### config.mk
export PLATFORM = sky130hd
export DESIGN_NAME = apb4_multi_master_bridge
export DESIGN_NICKNAME = d
export VERILOG_FILES = /design/src/rtl/apb4_pkg.sv /design/src/rtl/apb4_slave_mux.sv /design/src/rtl/apb4_multi_master_bridge.sv
export SDC_FILE = /design/constraint.sdc
export NUM_CORES = 1
export LEC_CHECK = 0
export ABC_AREA = 1
export CORE_MARGIN = 4
export CORE_UTILIZATION = 30
export DETAILED_ROUTE_END_ITERATION = 16
export GPL_TIMING_DRIVEN = 0
export HOLD_SLACK_MARGIN = 0.15
export SLEW_MARGIN = 15
export SYNTH_ARGS = -nofsm -noshare
export SYNTH_HDL_FRONTEND = slang
export SYNTH_SLANG_ARGS = --single-unit
### constraint.sdc
create_clock -name PCLK -period 3.4 [get_ports PCLK]
set_input_delay 0.34 -clock PCLK [delete_from_list [all_inputs] [get_ports PCLK]]
set_output_delay 0.34 -clock PCLK [all_outputs]
set_load 0.01 [all_outputs]
### src/rtl/apb4_pkg.sv
// Shared types and width helpers for the APB4 requester bridge.
package apb4_pkg;

   typedef enum logic [1:0] {
      ST_IDLE   = 2'd0,
      ST_SETUP  = 2'd1,
      ST_ACCESS = 2'd2,
      ST_RESP   = 2'd3
   } apb_state_e;

   typedef enum logic [1:0] {
      RSP_OKAY    = 2'b00,
      RSP_SLVERR  = 2'b01,
      RSP_DECERR  = 2'b10,
      RSP_TIMEOUT = 2'b11
   } rsp_err_e;

   // Width of the slave index; never narrower than one bit.
   function automatic int idx_width(input int n);
      return (n <= 1) ? 1 : $clog2(n);
   endfunction

   // Width of the ACCESS wait counter, which only needs to reach t-1.
   function automatic int cnt_width(input int t);
      return (t <= 2) ? 1 : $clog2(t);
   endfunction

endpackage

### src/rtl/apb4_slave_mux.sv
// Picks PRDATA/PREADY/PSLVERR of the addressed slave; all others are ignored.
module apb4_slave_mux #(
   parameter int DATA_WIDTH = 32,
   parameter int NO_SLAVES  = 4,
   parameter int IDX_W      = 2
) (
   input  logic [IDX_W-1:0]              idx,
   input  logic [NO_SLAVES*DATA_WIDTH-1:0] prdata,
   input  logic [NO_SLAVES-1:0]          pready,
   input  logic [NO_SLAVES-1:0]          pslverr,
   output logic [DATA_WIDTH-1:0]         sel_rdata,
   output logic                          sel_ready,
   output logic                          sel_slverr
);

   // Slice selection by index; out-of-range index yields all zeros.
   always_comb begin
      sel_rdata  = '0;
      sel_ready  = 1'b0;
      sel_slverr = 1'b0;
      for (int i = 0; i < NO_SLAVES; i++) begin
         if (idx == IDX_W'(i)) begin
            sel_rdata  = prdata[i*DATA_WIDTH +: DATA_WIDTH];
            sel_ready  = pready[i];
            sel_slverr = pslverr[i];
         end
      end
   end

endmodule

### src/rtl/apb4_multi_master_bridge.sv
// APB4 requester: one command at a time from a valid/ready channel is turned
// into a SETUP/ACCESS transfer to the decoded slave; the result is returned
// on a registered valid/ready response channel.
// Handshake: a beat moves on a clock edge where valid && ready; once valid is
// raised it and its payload stay stable until ready is seen.
module apb4_multi_master_bridge
   import apb4_pkg::*;
#(
   parameter int DATA_WIDTH      = 32,
   parameter int ADDR_WIDTH      = 32,
   parameter int NO_SLAVES       = 4,
   parameter int SLAVE_ADDR_BITS = 12,
   parameter int TIMEOUT_CYCLES  = 256
) (
   input  logic                            PCLK,
   input  logic                            PRESETn,
   input  logic                            cmd_valid,
   output logic                            cmd_ready,
   input  logic                            cmd_write,
   input  logic [ADDR_WIDTH-1:0]           cmd_addr,
   input  logic [DATA_WIDTH-1:0]           cmd_wdata,
   input  logic [DATA_WIDTH/8-1:0]         cmd_strb,
   input  logic [2:0]                      cmd_prot,
   output logic                            rsp_valid,
   input  logic                            rsp_ready,
   output logic [DATA_WIDTH-1:0]           rsp_rdata,
   output logic [1:0]                      rsp_err,
   output logic [NO_SLAVES-1:0]            PSELx,
   output logic                            PENABLE,
   output logic [ADDR_WIDTH-1:0]           PADDR,
   output logic                            PWRITE,
   output logic [DATA_WIDTH-1:0]           PWDATA,
   output logic [DATA_WIDTH/8-1:0]         PSTRB,
   output logic [2:0]                      PPROT,
   input  logic [NO_SLAVES*DATA_WIDTH-1:0] PRDATA,
   input  logic [NO_SLAVES-1:0]            PREADY,
   input  logic [NO_SLAVES-1:0]            PSLVERR,
   output apb_state_e                      dbg_state
);

   localparam int STRB_W = DATA_WIDTH / 8;
   localparam int IDX_W  = idx_width(NO_SLAVES);
   localparam int CNT_W  = cnt_width(TIMEOUT_CYCLES);
   localparam logic [IDX_W:0]   NSL     = (IDX_W+1)'(NO_SLAVES);
   localparam logic [CNT_W-1:0] CNT_MAX = CNT_W'((TIMEOUT_CYCLES > 0) ? TIMEOUT_CYCLES - 1 : 0);
   localparam bit               TO_EN   = (TIMEOUT_CYCLES > 0);

   typedef struct packed {
      logic                  write;
      logic [ADDR_WIDTH-1:0] addr;
      logic [DATA_WIDTH-1:0] wdata;
      logic [STRB_W-1:0]     strb;
      logic [2:0]            prot;
   } cmd_t;

   apb_state_e            state_q, state_d;
   cmd_t                  cmd_q, cmd_d;
   logic [IDX_W-1:0]      idx_q, idx_d;
   logic [CNT_W-1:0]      cnt_q, cnt_d;
   logic [NO_SLAVES-1:0]  psel_q, psel_d;
   logic                  penable_q, penable_d;
   logic                  rsp_valid_q, rsp_valid_d;
   logic [DATA_WIDTH-1:0] rsp_rdata_q, rsp_rdata_d;
   rsp_err_e              rsp_err_q, rsp_err_d;

   logic [IDX_W-1:0]      addr_idx;
   logic                  dec_err;
   logic [DATA_WIDTH-1:0] sel_rdata;
   logic                  sel_ready;
   logic                  sel_slverr;
   logic                  timeout_hit;

   assign addr_idx    = cmd_addr[SLAVE_ADDR_BITS +: IDX_W];
   assign dec_err     = ({1'b0, addr_idx} >= NSL);
   assign timeout_hit = TO_EN && !sel_ready && (cnt_q == CNT_MAX);

   apb4_slave_mux #(
      .DATA_WIDTH (DATA_WIDTH),
      .NO_SLAVES  (NO_SLAVES),
      .IDX_W      (IDX_W)
   ) u_slave_mux (
      .idx        (idx_q),
      .prdata     (PRDATA),
      .pready     (PREADY),
      .pslverr    (PSLVERR),
      .sel_rdata  (sel_rdata),
      .sel_ready  (sel_ready),
      .sel_slverr (sel_slverr)
   );

   // State register.
   always_ff @(posedge PCLK or negedge PRESETn) begin
      if (!PRESETn) state_q <= ST_IDLE;
      else          state_q <= state_d;
   end

   // Next-state logic; PREADY on the expiry cycle takes priority over timeout.
   always_comb begin
      state_d = state_q;
      unique case (state_q)
         ST_IDLE:   if (cmd_valid) state_d = dec_err ? ST_RESP : ST_SETUP;
         ST_SETUP:  state_d = ST_ACCESS;
         ST_ACCESS: if (sel_ready || timeout_hit) state_d = ST_RESP;
         ST_RESP:   if (rsp_ready) state_d = ST_IDLE;
         default:   state_d = ST_IDLE;
      endcase
   end

   // Next values of the command register, bus controls and response.
   always_comb begin
      cmd_d       = cmd_q;
      idx_d       = idx_q;
      cnt_d       = cnt_q;
      psel_d      = psel_q;
      penable_d   = penable_q;
      rsp_valid_d = rsp_valid_q;
      rsp_rdata_d = rsp_rdata_q;
      rsp_err_d   = rsp_err_q;
      unique case (state_q)
         ST_IDLE: begin
            if (cmd_valid) begin
               cmd_d.write = cmd_write;
               cmd_d.addr  = cmd_addr;
               cmd_d.wdata = cmd_wdata;
               cmd_d.strb  = cmd_write ? cmd_strb : '0;
               cmd_d.prot  = cmd_prot;
               idx_d       = addr_idx;
               if (dec_err) begin
                  rsp_valid_d = 1'b1;
                  rsp_err_d   = RSP_DECERR;
                  rsp_rdata_d = '0;
               end else begin
                  penable_d = 1'b0;
                  for (int i = 0; i < NO_SLAVES; i++) psel_d[i] = (addr_idx == IDX_W'(i));
               end
            end
         end
         ST_SETUP: begin
            penable_d = 1'b1;
            cnt_d     = '0;
         end
         ST_ACCESS: begin
            if (sel_ready) begin
               psel_d      = '0;
               penable_d   = 1'b0;
               rsp_valid_d = 1'b1;
               rsp_err_d   = sel_slverr ? RSP_SLVERR : RSP_OKAY;
               rsp_rdata_d = (!cmd_q.write && !sel_slverr) ? sel_rdata : '0;
            end else if (timeout_hit) begin
               psel_d      = '0;
               penable_d   = 1'b0;
               rsp_valid_d = 1'b1;
               rsp_err_d   = RSP_TIMEOUT;
               rsp_rdata_d = '0;
            end else begin
               cnt_d = cnt_q + 1'b1;
            end
         end
         ST_RESP: if (rsp_ready) rsp_valid_d = 1'b0;
         default: ;
      endcase
   end

   // Datapath and output registers.
   always_ff @(posedge PCLK or negedge PRESETn) begin
      if (!PRESETn) begin
         cmd_q       <= '0;
         idx_q       <= '0;
         cnt_q       <= '0;
         psel_q      <= '0;
         penable_q   <= 1'b0;
         rsp_valid_q <= 1'b0;
         rsp_rdata_q <= '0;
         rsp_err_q   <= RSP_OKAY;
      end else begin
         cmd_q       <= cmd_d;
         idx_q       <= idx_d;
         cnt_q       <= cnt_d;
         psel_q      <= psel_d;
         penable_q   <= penable_d;
         rsp_valid_q <= rsp_valid_d;
         rsp_rdata_q <= rsp_rdata_d;
         rsp_err_q   <= rsp_err_d;
      end
   end

   assign cmd_ready = (state_q == ST_IDLE);
   assign rsp_valid = rsp_valid_q;
   assign rsp_rdata = rsp_rdata_q;
   assign rsp_err   = rsp_err_q;
   assign PSELx     = psel_q;
   assign PENABLE   = penable_q;
   assign PADDR     = cmd_q.addr;
   assign PWRITE    = cmd_q.write;
   assign PWDATA    = cmd_q.wdata;
   assign PSTRB     = cmd_q.strb;
   assign PPROT     = cmd_q.prot;
   assign dbg_state = state_q;

endmodule

==> results.txt <==
status = complete, no violations
CTS buffer count = 17
synthesized instance count = 747
largest family of logic cells by synthesized area = simple AND/OR/NAND/NOR gates
r2r setup slk = 1.37 ns
post-route insts no fill = 1370
DRC Markers = 0
Combinational Power Share = 48.2%
worst slew margin relative to its limit = 60.0%
row count = 51
Die Width = 148 um
FF+latch count, synth = 122
Buf/Inv on CP = 2
fmax = 0.478 GHz
fin crit period = 2.09 ns
Tightest Pin Transition = 0.600 ns
Switching Share = 36.9%
largest net degree at the start of global routing = 63
n_diodes = 0
DP Cell Count = 1339
fraction of layout cells with a size suffix above 1 = 6.33%
R2R cell count = 7
DR pass1 iterations = 4
critical path class = flip-flop to output port
sequential fraction of the synthesis area = 51.8%
Sequential Area = 3050 um2
FF-to-FF End = PADDR[15]$_DFFE_PN0P_
syn nets = 965
Reg clk slew, reported paths = 0.06 ns
GPL Wtd Cong = 0.823
Adder-Cell Fraction of Synth Area = 1.27%
Hold Crit Start = cmd_prot[2]
VDD IR-drop max = 0.000446 V
Synth Area per Inst = 7.90 um2
hold path depth = 3
hold endpoint = PPROT[2]$_DFFE_PN0P_
Vias/cell = 4.53
most frequent cells in the layout = nand2_1 (329), clkdlybuf4s50_1 (325), dfrtp_1 (122)
fill cell count = 1885
number of global-route vias before repair = 6471
IO Port Bufs = 326
clk_lat worst skew = 0.41 ns
# H-tree levels = 4
CP Cell Sequence = inv_1 > ha_1 > clkdlybuf4s50_1
DPL Wire Length = 18000 um
Layout area overhead = 72.8%
crit path DAT = 1.75 ns
leakage power total = 4.73 nW
sequential power share = 28.8%
grt ovf = 0
Final #Nets = 1312
slowest stage cell, crit path = clkdlybuf4s50_1
# setup viols final = 0
CTS tree = yes
WL/cell = 16.6 um
post-route setup TNS = 0 ns
cell area power density = 862 nW/um2
power after layout = 0.00878 W
clk root buf = clkbuf_16
multiplexer share of the synthesized area = 0%
xor and xnor area share after synthesis = 0.891%
Clock Power Share = 23.0%
Syn Std Cell Area = 5900 um2
first-pass GRT wire length = 35600 um
final worst-path cycle share = 61.5%
Startpoint Class = flip-flop
CP max stage delay = 0.57 ns
Routed Antenna Nets = 0
Clock Path Buffers = 2
Starting Density = 30.4%
max cap viols = 0
Routed WL = 22700 um
Tot GR Track Use = 20.8%
Worst EP required = 3.06 ns
Hold Vio Cnt, Final = 0
Top Family by Delay on Critical Path = buffers and inverters
post-CTS sizing = 0
Int Pwr = 0.00554 W
Compound-Gate Fraction of Synth Area = 9.74%
I/O pin count = 327
starting DRC count in detailed routing = 229
Ys Warns = 0
worst min path class = input pin to flip-flop
Vias = 6206
Fin Clk Skew = 0.00598 ns
core box area = 19400 um2
synth unique cells = 29
Crit. End Element = output port
Final WS setup = 1.31 ns
max-slew violation count = 0
post-synthesis simple-gate area fraction = 31.2%
P_sw = 0.00324 W
FF-to-FF Start = dbg_state[0]$_DFFE_PN0P_
initial antenna violation count = 0
multi-input logic area = 2540 um2
CTS Sinks = 122
pre-CTS WS = 1.25 ns
crit path max fanout = 6
die area = 22000 um2
Die Y = 148 um
most common cell after layout, fill and taps aside = nand2_1
RSZ-0062 raised after global routing = false
Final Util = 52.5%
[metal layers]
layer	part of all wire [%]	GRT usage [%]	vias up	wire, um
li1	-	-	3106	-
met1	39	23.1	2794	8950
met2	47	35.1	268	10600
met3	11	9.05	38	2560
met4	2.9	8.08	0	652
met5	0	0	-	0
[power by group through the flow]
stage / Clock [W] / Combinational [W] / Sequential, W
floorplan: 0 / 0.00176 / 0.00276
global placement: 0 / 0.00428 / 0.00254
detailed placement: 0 / 0.00430 / 0.00254
CTS: 0.00207 / 0.00432 / 0.00254
global route: 0.00213 / 0.00475 / 0.00262
finish: 0.00202 / 0.00424 / 0.00253
[area by class of cell]
class | count | share of cell area, %
clock buffers | 24 | 4.92
repair buffers | 328 | 32.4
multi-input cells | 557 | 25.0
flip-flops and latches | 122 | 30.0
clock inverters | 6 | 1.56
plain buffers | 42 | 1.99
inverters | 26 | 0.958
well taps | 265 | 3.25
[worst register-to-register path: stages, from the launching register on]
cell and delay [ns]:
dfrtp_1 0.44, inv_1 0.09, ha_1 0.26, nand2_1 0.26, clkbuf_1 0.34, clkbuf_1 0.41
nand2_1 0.10, nand2_1 0.08
[state kept, by name, indices dropped and copies added, names as in the netlist]
name / count
PSTRB: 4
PENABLE: 1
PADDR: 32
cnt_q: 8
PWDATA: 32
PWRITE: 1
PSELx: 4
rsp_rdata: 32
PPROT: 3
dbg_state: 2
rsp_valid: 1
rsp_err: 2
[logic make-up after synthesis]
logic type      Yosys count
fa+ha+maj                 6
compound gates          105
flops                   122
simple gates            440
buf+inv                  68
xor+xnor                  6
[cells in the mapped netlist (all sizes together)]
cell | instances | share of area, %
xnor2 | 1 | 0.15
or2 | 18 | 1.9
nor2 | 13 | 0.95
nand3 | 65 | 6.0
ha | 6 | 1.3
buf | 25 | 2.4
clkbuf | 17 | 1.1
dfrtp | 122 | 52
nand4 | 7 | 0.74
nor3 | 6 | 0.51
xor2 | 5 | 0.74
inv | 26 | 1.7
a21oi | 5 | 0.42
o21ai | 82 | 7.0
a22oi | 14 | 1.8
o21a | 4 | 0.51
nand2 | 331 | 21
[per-stage QoR]
step / area, um2 / hold slack [ns]
6_report: 10200 / 0.460
5_1_grt: 10200 / 0.447
4_1_cts: 10200 / 0.440
3_5_place_dp: 9520 / 0.368
3_3_place_gp: 9490 / 0.463
2_1_floorplan: 5900 / 0.0444
[how the worst max path moves through the flow]
stage,from,endpoint,cells after the start
after global placement,PRESETn,rsp_rdata[6]$_DFFE_PN0P_,1
after floorplan,dbg_state[0]$_DFFE_PN0P_,PADDR[10]$_DFFE_PN0P_,7
after detailed placement,cmd_valid,PADDR[14]$_DFFE_PN0P_,7
after global routing,dbg_state[0]$_DFFE_PN0P_,PADDR[15]$_DFFE_PN0P_,8
final,dbg_state[0]$_DFFE_PN0P_,cmd_ready,3
after CTS,dbg_state[0]$_DFFE_PN0P_,PADDR[15]$_DFFE_PN0P_,7
[repair_timing]
| action | in CTS | in global routing |
|---|---|---|
| endpoints found under the hold margin | 60 | 0 |
| setup buffers | 0 | 0 |
| hold buffers | 1 | 0 |
No activity file was read; power rests on OpenSTA's default activity.
